### src/rtl/ram_pkg.sv
// Shared widths and types for the 16x4 data RAM of the 4-bit computer.
// Optional feature macro used by ram_16x4: RAM_CLEAR_ON_RESET_EN.
package ram_pkg;

  localparam int DATA_W = 4;            // word width (accumulator width)
  localparam int ADDR_W = 4;            // address width
  localparam int DEPTH  = 2 ** ADDR_W;  // derived word count, not overridable

  typedef logic [DATA_W-1:0] word_t;
  typedef logic [ADDR_W-1:0] addr_t;

endpackage : ram_pkg

### src/rtl/ram_16x4_ff_reg.sv
// Parameterised-width D register with enable and synchronous active-high
// reset to zero. Used for the address, data and control input stages.
module ff_reg #(
  parameter int W = 4
) (
  input  logic         clk,
  input  logic         rst,
  input  logic         i_en,
  input  logic [W-1:0] i_d,
  output logic [W-1:0] o_q
);

  logic [W-1:0] r_q;

  // Capture i_d on enabled edges; synchronous reset has priority.
  always_ff @(posedge clk) begin
    // NOTE: sequential state is always assigned with <= so every register
    // samples the pre-edge values of its sources, independent of block order.
    if (rst)
      r_q <= '0;
    else if (i_en)
      r_q <= i_d;
  end

  assign o_q = r_q;

endmodule : ff_reg

### src/rtl/ram_16x4.sv
// 16-word x 4-bit data RAM with registered address, data and control inputs.
// The core acts on the buffered inputs one clock after presentation; the
// read port is combinational from the buffers and the array, with no bypass.
// Optional feature: define RAM_CLEAR_ON_RESET_EN to have a reset edge also
// clear all 16 words; otherwise the array holds its contents through reset.
module ram_16x4
  import ram_pkg::*;
(
  input  logic              clk,
  input  logic              rst,
  input  logic              CS,
  input  logic              write_en,
  input  logic [ADDR_W-1:0] addrIN,
  input  logic [DATA_W-1:0] dataIN,
  output logic [DATA_W-1:0] dataOut
);

  addr_t       w_addr_buf;
  word_t       w_data_buf;
  logic [1:0]  w_ctrl_buf;   // {csBuf, weBuf}
  logic        w_cs_buf;
  logic        w_we_buf;
  logic        w_do_write;

  word_t       r_mem [DEPTH];

  // Input stage: all four inputs are captured on every non-reset edge.
  ff_reg #(.W(ADDR_W)) u_addr_reg (
    .clk  (clk),
    .rst  (rst),
    .i_en (1'b1),
    .i_d  (addrIN),
    .o_q  (w_addr_buf)
  );

  ff_reg #(.W(DATA_W)) u_data_reg (
    .clk  (clk),
    .rst  (rst),
    .i_en (1'b1),
    .i_d  (dataIN),
    .o_q  (w_data_buf)
  );

  ff_reg #(.W(2)) u_ctrl_reg (
    .clk  (clk),
    .rst  (rst),
    .i_en (1'b1),
    .i_d  ({CS, write_en}),
    .o_q  (w_ctrl_buf)
  );

  assign w_cs_buf   = w_ctrl_buf[1];
  assign w_we_buf   = w_ctrl_buf[0];
  assign w_do_write = w_cs_buf & w_we_buf;

`ifdef RAM_CLEAR_ON_RESET_EN
  // Array update: reset wipes every word, otherwise a selected write lands.
  always_ff @(posedge clk) begin
    if (rst) begin
      for (int i = 0; i < DEPTH; i++)
        r_mem[i] <= '0;
    end else if (w_do_write) begin
      r_mem[w_addr_buf] <= w_data_buf;
    end
  end
`else
  // Array update: a selected write lands unless reset suppresses it.
  always_ff @(posedge clk) begin
    // NOTE: the array has no reset term, so it maps onto plain RAM cells;
    // reset only blocks the write, and unwritten words power up unknown.
    if (!rst && w_do_write)
      r_mem[w_addr_buf] <= w_data_buf;
  end
`endif

  // Read port: deselected chip drives zero; a read is returned during writes
  // too and shows the pre-write word until the write edge has passed.
  always_comb begin
    dataOut = '0;
    if (w_cs_buf)
      dataOut = r_mem[w_addr_buf];
  end

endmodule : ram_16x4

### config.mk
export PLATFORM = sky130hd
export DESIGN_NAME = ram_16x4
export DESIGN_NICKNAME = d
export VERILOG_FILES = /design/src/rtl/ram_pkg.sv /design/src/rtl/ram_16x4_ff_reg.sv /design/src/rtl/ram_16x4.sv
export SDC_FILE = /design/constraint.sdc
export NUM_CORES = 1
export LEC_CHECK = 0
export ABC_AREA = 1
export CAP_MARGIN = 25
export CORE_MARGIN = 4
export CORE_UTILIZATION = 50
export CTS_CLUSTER_SIZE = 25
export DETAILED_ROUTE_END_ITERATION = 8
export PLACE_DENSITY = 0.72
export SYNTH_ARGS = -nofsm -noshare
export SYNTH_HDL_FRONTEND = slang
export SYNTH_SLANG_ARGS = --single-unit
### constraint.sdc
create_clock -name clk -period 3.7 [get_ports clk]
set_input_delay 0.37 -clock clk [delete_from_list [all_inputs] [get_ports clk]]
set_output_delay 0.37 -clock clk [all_outputs]
set_load 0.01 [all_outputs]
## Yosys cells after proc, flatten, opt, wreduce, memory -nomap -nowiden

Memory sizes are Yosys's and may differ from the RTL's. A register that Yosys moved wholly into a read port is not among the register bits.
Cells that the tools add are included.
W data, S select, Z words.

| storage, ports and cells | value |
|---|---|
| flip-flop bits (word level) | 10 |
| bits in latches | 0 |
| bits in writable memories | 64 |
| bits in read-only memories | 0 |
| bits of input ports | 12 |
| memories kept | 1 |

Memories:

| memory | depth | width | rd ports | clocked after Yosys merged registers in | write ports | RTL line | RTL |
|---|---|---|---|---|---|---|---|
| r_mem | 16 | 4 | 1 | 1 | 1 | ram_16x4.sv:25 | `word_t r_mem [DEPTH];` |

| operators by class | value |
|---|---|
| add/subtract/negate cells | 0 |
| multipliers | 0 |
| divide/modulo/power cells | 0 |
| magnitude comparators | 0 |
| eq/ne operators | 0 |
| shifts and indexed selects | 0 |
| multiplexer cells | 4 |
| bitwise logic cells | 1 |
| reductions and logical operators | 2 |

Operators by type and width:

| operator | count |
|---|---|
| $mux W4 | 2 |
| $mux W1 | 2 |
| $and A1 B1 Y1 | 1 |
| $logic_and A1 B1 Y1 | 1 |
| $logic_not A1 Y1 | 1 |

## Logic depth before layout (Yosys ltp)

Gate-level depths: netlist of run 1.

| logic depth | value |
|---|---|
| depth in word-level cells | 4 |
| depth in mapped cells | 11 |

## Modules after synthesis

Synthesis of run 1 repeated with hierarchy kept, for this count alone.

| unflattened totals | value |
|---|---|
| cell total of the unflattened synthesis | 350 |
| area, all modules | 3,249.4 um^2 |

Modules (own cells, without submodules):

| module | times used | cells each | area each (um^2) | seq. area each (um^2) |
|---|---|---|---|---|
| ram_16x4 | 1 | 285 | 2,822.7 | 1,921.8 |
| ff_reg (u_addr_reg ...) | 2 | 26 | 172.7 | 80.1 |
| ff_reg (u_ctrl_reg) | 1 | 13 | 81.3 | 40.0 |

## Worst setup path after synthesis of run 1

OpenSTA, ideal clock, no wires.

| timing | value |
|---|---|
| path type | register to output |
| start | reg u_addr_reg.o_q[0] (netlist name) |
| end | out dataOut[0] |
| data arrival time | 1.080 ns |
| required time | 3.330 ns |
| slack | 2.250 ns |
| stages on the path, launching flop included | 12 |
| cell sequence | dfxtp_1 buf_6 inv_8 buf_12 nand2_2 nand2_1 nand2_1 nand2_1 nand2_1 nand2_1 nor2_1 nor2_1 |

RTL lines:

| what | RTL line | RTL |
|---|---|---|
| end: declaration | ram_16x4.sv:15 | `output logic [DATA_W-1:0] dataOut` |

==> impl_metrics.env, run 1 <==
export IMPL_cts_hold_buffers=0
export IMPL_logic_pwr_share=0.043
export IMPL_vdd_ir_drop_max_mv=0.265
export IMPL_setup_worst_path_start_class="flop"
export IMPL_post_synth_top_count_cell="sky130_fd_sc_hd__nand2_1"
export IMPL_grt_start_max_net_pins=35
export IMPL_total_power_uw=1590
export IMPL_first_global_vias=2111
export IMPL_synthesis_yosys_warnings=0
export IMPL_setup_ws_pre_cts_ns=1.07
export IMPL_crit_path_max_cell_delay_ns=0.79
export IMPL_setup_violations_final=0
export IMPL_area_growth_syn_to_layout_pct=10.1
export IMPL_post_synthesis_net_count=327
export IMPL_seq_area_sq_um=2120
export IMPL_drt_initial_drc_count=161
export IMPL_routed_via_count=2051
export IMPL_setup_slack_ns=0.699
export IMPL_clock_fmax_ghz=0.333
export IMPL_synthDominantAreaCellType="sky130_fd_sc_hd__edfxtp_1"
export IMPL_clkSinkCount=74
export IMPL_cts_resized_gates=0
export IMPL_clkSlewWorstSetupHoldPaths_ns=0.07
export IMPL_place_congestion=0.900
export IMPL_synth_edff_count=64
export IMPL_finalCritPeriodShare=0.811
export IMPL_cell_internal_pwr_uw=1240
export IMPL_ys_top_cells_by_count="sky130_fd_sc_hd__nand2_1, sky130_fd_sc_hd__edfxtp_1, sky130_fd_sc_hd__nor2_1"
export IMPL_post_route_min_period_ns=3.00
export IMPL_dieWidth_um=87.8
export IMPL_crit_path_frequent_cell="sky130_fd_sc_hd__nand2_1"
export IMPL_die_height_um=87.8
export IMPL_netlist_cell_type_count=15
export IMPL_drv_cap=0
export IMPL_grt_pass1_wl_um=9800
export IMPL_port_buffers=15
export IMPL_syn_area_per_cell_sq_um=10.1
export IMPL_critical_path_cell_chain="buf_4 > nand2_1 > nand2_1 > nand2_1 > nand2_1 > nand2_1 > nand2_1 > nor2_1 > nor2_1 > clkdlybuf4s50_1"
export IMPL_num_antenna_cells=0
export IMPL_synth_cells=315
export IMPL_route_antenna_remaining_nets=0
export IMPL_groute_usage_overall=0.177
export IMPL_global_route_overflow_total=0
export IMPL_p_sw_uw=343
export IMPL_cts_tree="yes"
export IMPL_timing_critical_path_slowest_stage_cell="sky130_fd_sc_hd__dfxtp_1"
export IMPL_synth_sequential_area_ratio=0.666
export IMPL_slew_headroom=0.485
export IMPL_post_cts_setup_buffers=0
export IMPL_std_cell_rows=28
export IMPL_boundaryPins=16
export IMPL_place_detailed_hpwl_um=3930
export IMPL_worstPathRequired_ns=3.33
export IMPL_wl_per_cell_um=14.5
export IMPL_result_of_the_run="complete, no violations"
export IMPL_share_clk_of_total_power=0.370
export IMPL_floorplan_die_area_sq_um=7710
export IMPL_worst_clock_skew_ns=0.00577
export IMPL_drt_total_wl_um=5970
export IMPL_source_to_sink_clock_delay_at_the_later_pin_of_the_worst_skew_pair_ns=0.34
export IMPL_detail_routed_via_count_per_cell=4.99
export IMPL_postSynthRegisterBits=74
export IMPL_ctsHtreeMaxLevel=3
export IMPL_drive_above_1_share=0.137
export IMPL_power_switching_fraction=0.216
export IMPL_detail_route_first_pass_iterations=4
export IMPL_critical_path_class="reg2out"
export IMPL_type_of_the_most_critical_hold_path="in2reg"
export IMPL_max_slew_worst_pin_slew_ns=0.771
export IMPL_critPathArrivalTime_ns=2.63
export IMPL_multi_input_area_sq_um=871
export IMPL_final_core_util=0.579
export IMPL_grt_setup_unrepaired="false"
export IMPL_synth_top_area_share=0.604
export IMPL_path_max_fanout=18
export IMPL_clockRootBuffer="sky130_fd_sc_hd__clkbuf_8"
export IMPL_cts_buffers=9
export IMPL_hold_viol_final=0
export IMPL_route_detailed_drc=0
export IMPL_fp_coreArea_sq_um=6060
export IMPL_layout_filler_cells=534
export IMPL_tns_ns=0
export IMPL_synth_async_sr_flop_share=0
export IMPL_starting_density_of_the_core=0.525
export IMPL_timing_final_max_slew_violations=0
export IMPL_cts_buffer_depth=2
export IMPL_ys_top_cells_by_area="sky130_fd_sc_hd__edfxtp_1, sky130_fd_sc_hd__nand2_1, sky130_fd_sc_hd__dfxtp_1"
export IMPL_power_share_of_the_sequential_group=0.587
export IMPL_initial_antenna_violation_count=0
export IMPL_static_leak_uw=0.00154
export IMPL_layout_nets=343
export IMPL_pwr_density_cell_nw_per_um2=453
export IMPL_ys_dominant_reg_cell="sky130_fd_sc_hd__edfxtp_1"
export IMPL_worst_setup_path_end_kind="primary output"
export IMPL_cell_area_synth_sq_um=3180
[power by group through the flow]
stage	registers, uW	clock network, uW	logic (uW)
3_5_place_dp	951	0	68.3
3_3_place_gp	951	0	67.2
6_report	932	588	67.8
4_1_cts	932	599	68.5
2_1_floorplan	936	0	58.8
5_1_grt	934	639	77.4
[stage by stage]
stage	hold WS, ns	instances	area (sq um)
after global placement	0.776	395	3320
final	0.536	411	3510
after detailed placement	0.781	395	3320
after global routing	0.529	411	3510
after floorplan	0.477	315	3180
after CTS	0.520	411	3510
[critical path, delay by kind of cell (launching register included)]
kind | cells | cell delay, ns
DFF | 1 | 0.79
and+or+nand+nor | 8 | 0.57
buffers and inverters | 2 | 0.92
[layout make-up]
cell class,instances,share of cell area
clock buffers,10,0.0364
clock inverters,6,0.0164
inverters,18,0.0221
multi-input cells,212,0.248
flip-flops and latches,74,0.605
well taps,75,0.0268
repair buffers,16,0.0450
[layout by cell type, fill, tap and decap left out, types with 4 or more instances in the layout]
master,netlist,layout
sky130_fd_sc_hd__nor2_1,37,37
sky130_fd_sc_hd__dfxtp_1,10,10
sky130_fd_sc_hd__clkdlybuf4s50_1,0,15
sky130_fd_sc_hd__nand2_1,143,143
sky130_fd_sc_hd__clkbuf_8,0,9
sky130_fd_sc_hd__inv_1,16,16
sky130_fd_sc_hd__clkinv_2,0,4
sky130_fd_sc_hd__nand3_1,4,4
sky130_fd_sc_hd__edfxtp_1,64,64
sky130_fd_sc_hd__nand2_2,28,28
[path summary, 6_finish.rpt]
check | from | to | slack (ns) | cells after the start
worst max-delay path | u_addr_reg.o_q[0] | dataOut[3] | 0.70 | 10
worst min-delay path | dataIN[1] | u_data_reg.o_q[1] | 0.54 | 3
worst max register to register | u_addr_reg.o_q[0] | r_mem[3][0] | 1.64 | 3
worst min register to register | u_data_reg.o_q[0] | r_mem[14][0] | 0.78 | 0
[routing by layer]
layer	up-vias	GRT usage	part of all wire
li1	1022	-	-
met1	930	0.213	0.40
met2	78	0.282	0.49
met3	21	0.0395	0.081
met4	0	0.121	0.034
met5	-	0	0
[state kept, by name (all words and copies together) (netlist names)]
| name | cells |
|---|---|
| u_ctrl_reg.o_q | 2 |
| r_mem | 64 |
| u_addr_reg.o_q | 4 |
| u_data_reg.o_q | 4 |
[cell families (layout without fill, tap and decap cells)]
group,after synthesis,in the layout,share of synthesized area
AND/OR/NAND/NOR,212,212,0.273
flip-flops,74,74,0.666
buffers and inverters,29,50,0.0601
No activity file was read; power rests on OpenSTA's default activity.
==> run 2, diff against run 1 <==
--- a/config.mk
+++ b/config.mk
@@ -11,7 +11,7 @@
 export CORE_UTILIZATION = 50
 export CTS_CLUSTER_SIZE = 25
 export DETAILED_ROUTE_END_ITERATION = 8
-export PLACE_DENSITY = 0.72
+export PLACE_DENSITY = 0.75
 export SYNTH_ARGS = -nofsm -noshare
 export SYNTH_HDL_FRONTEND = slang
 export SYNTH_SLANG_ARGS = --single-unit
==> constraint.sdc (replaced) <==
create_clock -name clk -period 2.4 [get_ports clk]
set_input_delay 0.24 -clock clk [delete_from_list [all_inputs] [get_ports clk]]
set_output_delay 0.24 -clock clk [all_outputs]
set_load 0.01 [all_outputs]
==> run 2 against run 1 <==
  * Global-route usage shrank 0.34 points
  * Clock skew is essentially flat
  * Clock-buffer cell count unchanged
  * Hold slack got worse by 0.13 ns
==> impl_metrics.env, run 2 (same netlist as run 1, synthesis figures left out) <==
export IMPL_result_of_the_run="complete, no violations"
export IMPL_grt_setup_unrepaired="false"
export IMPL_drv_cap=0
export IMPL_wl_per_cell_um=14.3
export IMPL_routed_via_count=2049
export IMPL_route_detailed_drc=0
export IMPL_whs_endpoint="u_addr_reg.o_q[1]"
export IMPL_worst_setup_path_end_kind="primary output"
export IMPL_setup_worst_path_start_class="flop"
export IMPL_drt_total_wl_um=5970
export IMPL_starting_density_of_the_core=0.525
export IMPL_tns_ns=0
export IMPL_boundaryPins=16
export IMPL_floorplan_die_area_sq_um=7710
export IMPL_layout_nets=349
export IMPL_cts_buffers=9
export IMPL_clockRootBuffer="sky130_fd_sc_hd__clkbuf_8"
export IMPL_logic_pwr_share=0.048
export IMPL_place_congestion=0.879
export IMPL_hold_viol_final=0
export IMPL_timing_critical_path_slowest_stage_cell="sky130_fd_sc_hd__clkdlybuf4s50_1"
export IMPL_first_global_vias=2050
export IMPL_worst_r2r_endpoint="r_mem[5][3]"
export IMPL_grt_start_max_net_pins=35
export IMPL_critPathArrivalTime_ns=2.02
export IMPL_mostFrequentLayoutCells="sky130_fd_sc_hd__nand2_1, sky130_fd_sc_hd__edfxtp_1, sky130_fd_sc_hd__nor2_1"
export IMPL_port_buffers=15
export IMPL_share_clk_of_total_power=0.375
export IMPL_crit_path_max_cell_delay_ns=0.54
export IMPL_cts_hold_buffers=0
export IMPL_met2_wirelength_um=2800
export IMPL_post_route_min_period_ns=2.26
export IMPL_most_common_cell_after_layout_fill_and_taps_aside="sky130_fd_sc_hd__nand2_1"
export IMPL_crit_path_frequent_cell="sky130_fd_sc_hd__nand2_1"
export IMPL_p_sw_uw=531
export IMPL_place_detailed_hpwl_um=4080
export IMPL_initial_antenna_violation_count=0
export IMPL_std_cell_rows=28
export IMPL_max_slew_worst_pin_slew_ns=0.619
export IMPL_worst_clock_skew_ns=0.00568
export IMPL_slew_headroom=0.587
export IMPL_final_cells=417
export IMPL_num_antenna_cells=0
export IMPL_max_flop_register="r_mem"
export IMPL_cts_tree="yes"
export IMPL_timing_reg2reg_setup_slack_ns=0.79
export IMPL_setup_violations_final=0
export IMPL_worstHoldPathCells=3
export IMPL_hold_path_startpoint="addrIN[1]"
export IMPL_worstRegToRegCells=4
export IMPL_dieWidth_um=87.8
export IMPL_drt_initial_drc_count=156
export IMPL_power_share_of_the_sequential_group=0.577
export IMPL_global_route_overflow_total=0
export IMPL_rr_startpoint="u_ctrl_reg.o_q[1]"
export IMPL_clkSlewWorstSetupHoldPaths_ns=0.07
export IMPL_ctsHtreeMaxLevel=3
export IMPL_detail_routed_via_count_per_cell=4.91
export IMPL_pwr_density_cell_nw_per_um2=691
export IMPL_static_leak_uw=0.00163
export IMPL_power_switching_fraction=0.214
export IMPL_path_max_fanout=14
export IMPL_type_of_the_most_critical_hold_path="in2reg"
export IMPL_groute_usage_overall=0.173
export IMPL_fp_coreArea_sq_um=6060
export IMPL_place_inst=400
export IMPL_met3_wirelength_um=396
export IMPL_detail_route_first_pass_iterations=5
export IMPL_layout_filler_cells=534
export IMPL_grt_pass1_wl_um=9720
export IMPL_top_layer_used="met4"
export IMPL_vdd_ir_drop_max_mv=0.469
export IMPL_cts_buffer_depth=2
export IMPL_worstPathRequired_ns=2.16
export IMPL_source_to_sink_clock_delay_at_the_later_pin_of_the_worst_skew_pair_ns=0.34
export IMPL_route_antenna_remaining_nets=0
export IMPL_clkSinkCount=74
export IMPL_largest_register_ffs=64
export IMPL_timing_final_max_slew_violations=0
export IMPL_drive_above_1_share=0.158
export IMPL_finalCritPeriodShare=0.940
export IMPL_critical_path_cell_chain="buf_8 > nand2_1 > nand2_1 > nand2_1 > nand2_1 > nand2_1 > nand2_1 > nor2_1 > nor2_1 > clkdlybuf4s50_1"
export IMPL_die_height_um=87.8
export IMPL_critical_path_class="reg2out"
export IMPL_area_growth_syn_to_layout_pct=12.8
export IMPL_wirelength_met1_um=2630
export IMPL_clock_fmax_ghz=0.443
export IMPL_cell_internal_pwr_uw=1950
-- run 2: changes by cell type in the layout (fill, tap and decap cells not counted), sizes merged --
cell	delta
buf	+6
clkdlybuf4s50	-3
dlymetal6s2s	+3
-- run 2: area by class of cell --
| type | instances | area, sq um | area share |
|---|---|---|---|
| clock inverters | 6 | 56.3 | 0.0157 |
| repair buffers | 22 | 221 | 0.0616 |
| inverters | 18 | 86.3 | 0.0240 |
| well taps | 75 | 93.8 | 0.0261 |
| multi-input cells | 212 | 871 | 0.242 |
| clock buffers | 10 | 138 | 0.0383 |
| flip-flops and latches | 74 | 2130 | 0.592 |
-- run 2: worst max-delay path by stage --
stage / startpoint / to / depth (start not counted)
global placement: u_addr_reg.o_q[0] / dataOut[2] / 10
detailed placement: u_addr_reg.o_q[0] / dataOut[2] / 10
floorplan: u_addr_reg.o_q[1] / r_mem[0][0] / 5
global route: u_addr_reg.o_q[0] / dataOut[0] / 10
finish: u_addr_reg.o_q[0] / dataOut[0] / 10
CTS: u_addr_reg.o_q[1] / dataOut[2] / 8
-- run 2: power groups by stage --
stage / combinational, uW / sequential, uW / clock (uW)
2_1_floorplan: 90.6 / 1440 / 0
3_3_place_gp: 114 / 1460 / 0
3_5_place_dp: 116 / 1460 / 0
4_1_cts: 116 / 1430 / 942
5_1_grt: 134 / 1430 / 999
6_report: 119 / 1430 / 932
-- run 2: repair_timing --
item,CTS,global route
resized for setup,2,9
buffers inserted,0,1
cloned,0,0
endpoints found under the setup margin,4,4
-- run 2: routing by layer --
metal | global-route usage | vias up
met5 | 0 | -
met4 | 0.103 | 0
met3 | 0.0376 | 13
met2 | 0.266 | 75
met1 | 0.226 | 922
li1 | - | 1039
-- run 2: critical path, delay by kind of cell, from the launching register on --
family	cells	cell delay, ns
AND/OR/NAND/NOR	8	0.51
buffers and inverters	2	0.71
flip-flops	1	0.46
-- run 2: stage by stage --
stage / util / power (uW) / cell area (sq um) / setup WS, ns / hold slack (ns)
5_1_grt: 0.593 / 2570 / 3590 / 0.00607 / 0.404
2_1_floorplan: - / 1530 / 3180 / 1.04 / 0.347
3_5_place_dp: 0.554 / 1580 / 3360 / 0.223 / 0.763
4_1_cts: 0.587 / 2490 / 3560 / 0.0166 / 0.398
6_report: 0.593 / 2480 / 3590 / 0.144 / 0.403
3_3_place_gp: 0.554 / 1570 / 3360 / 0.243 / 0.757
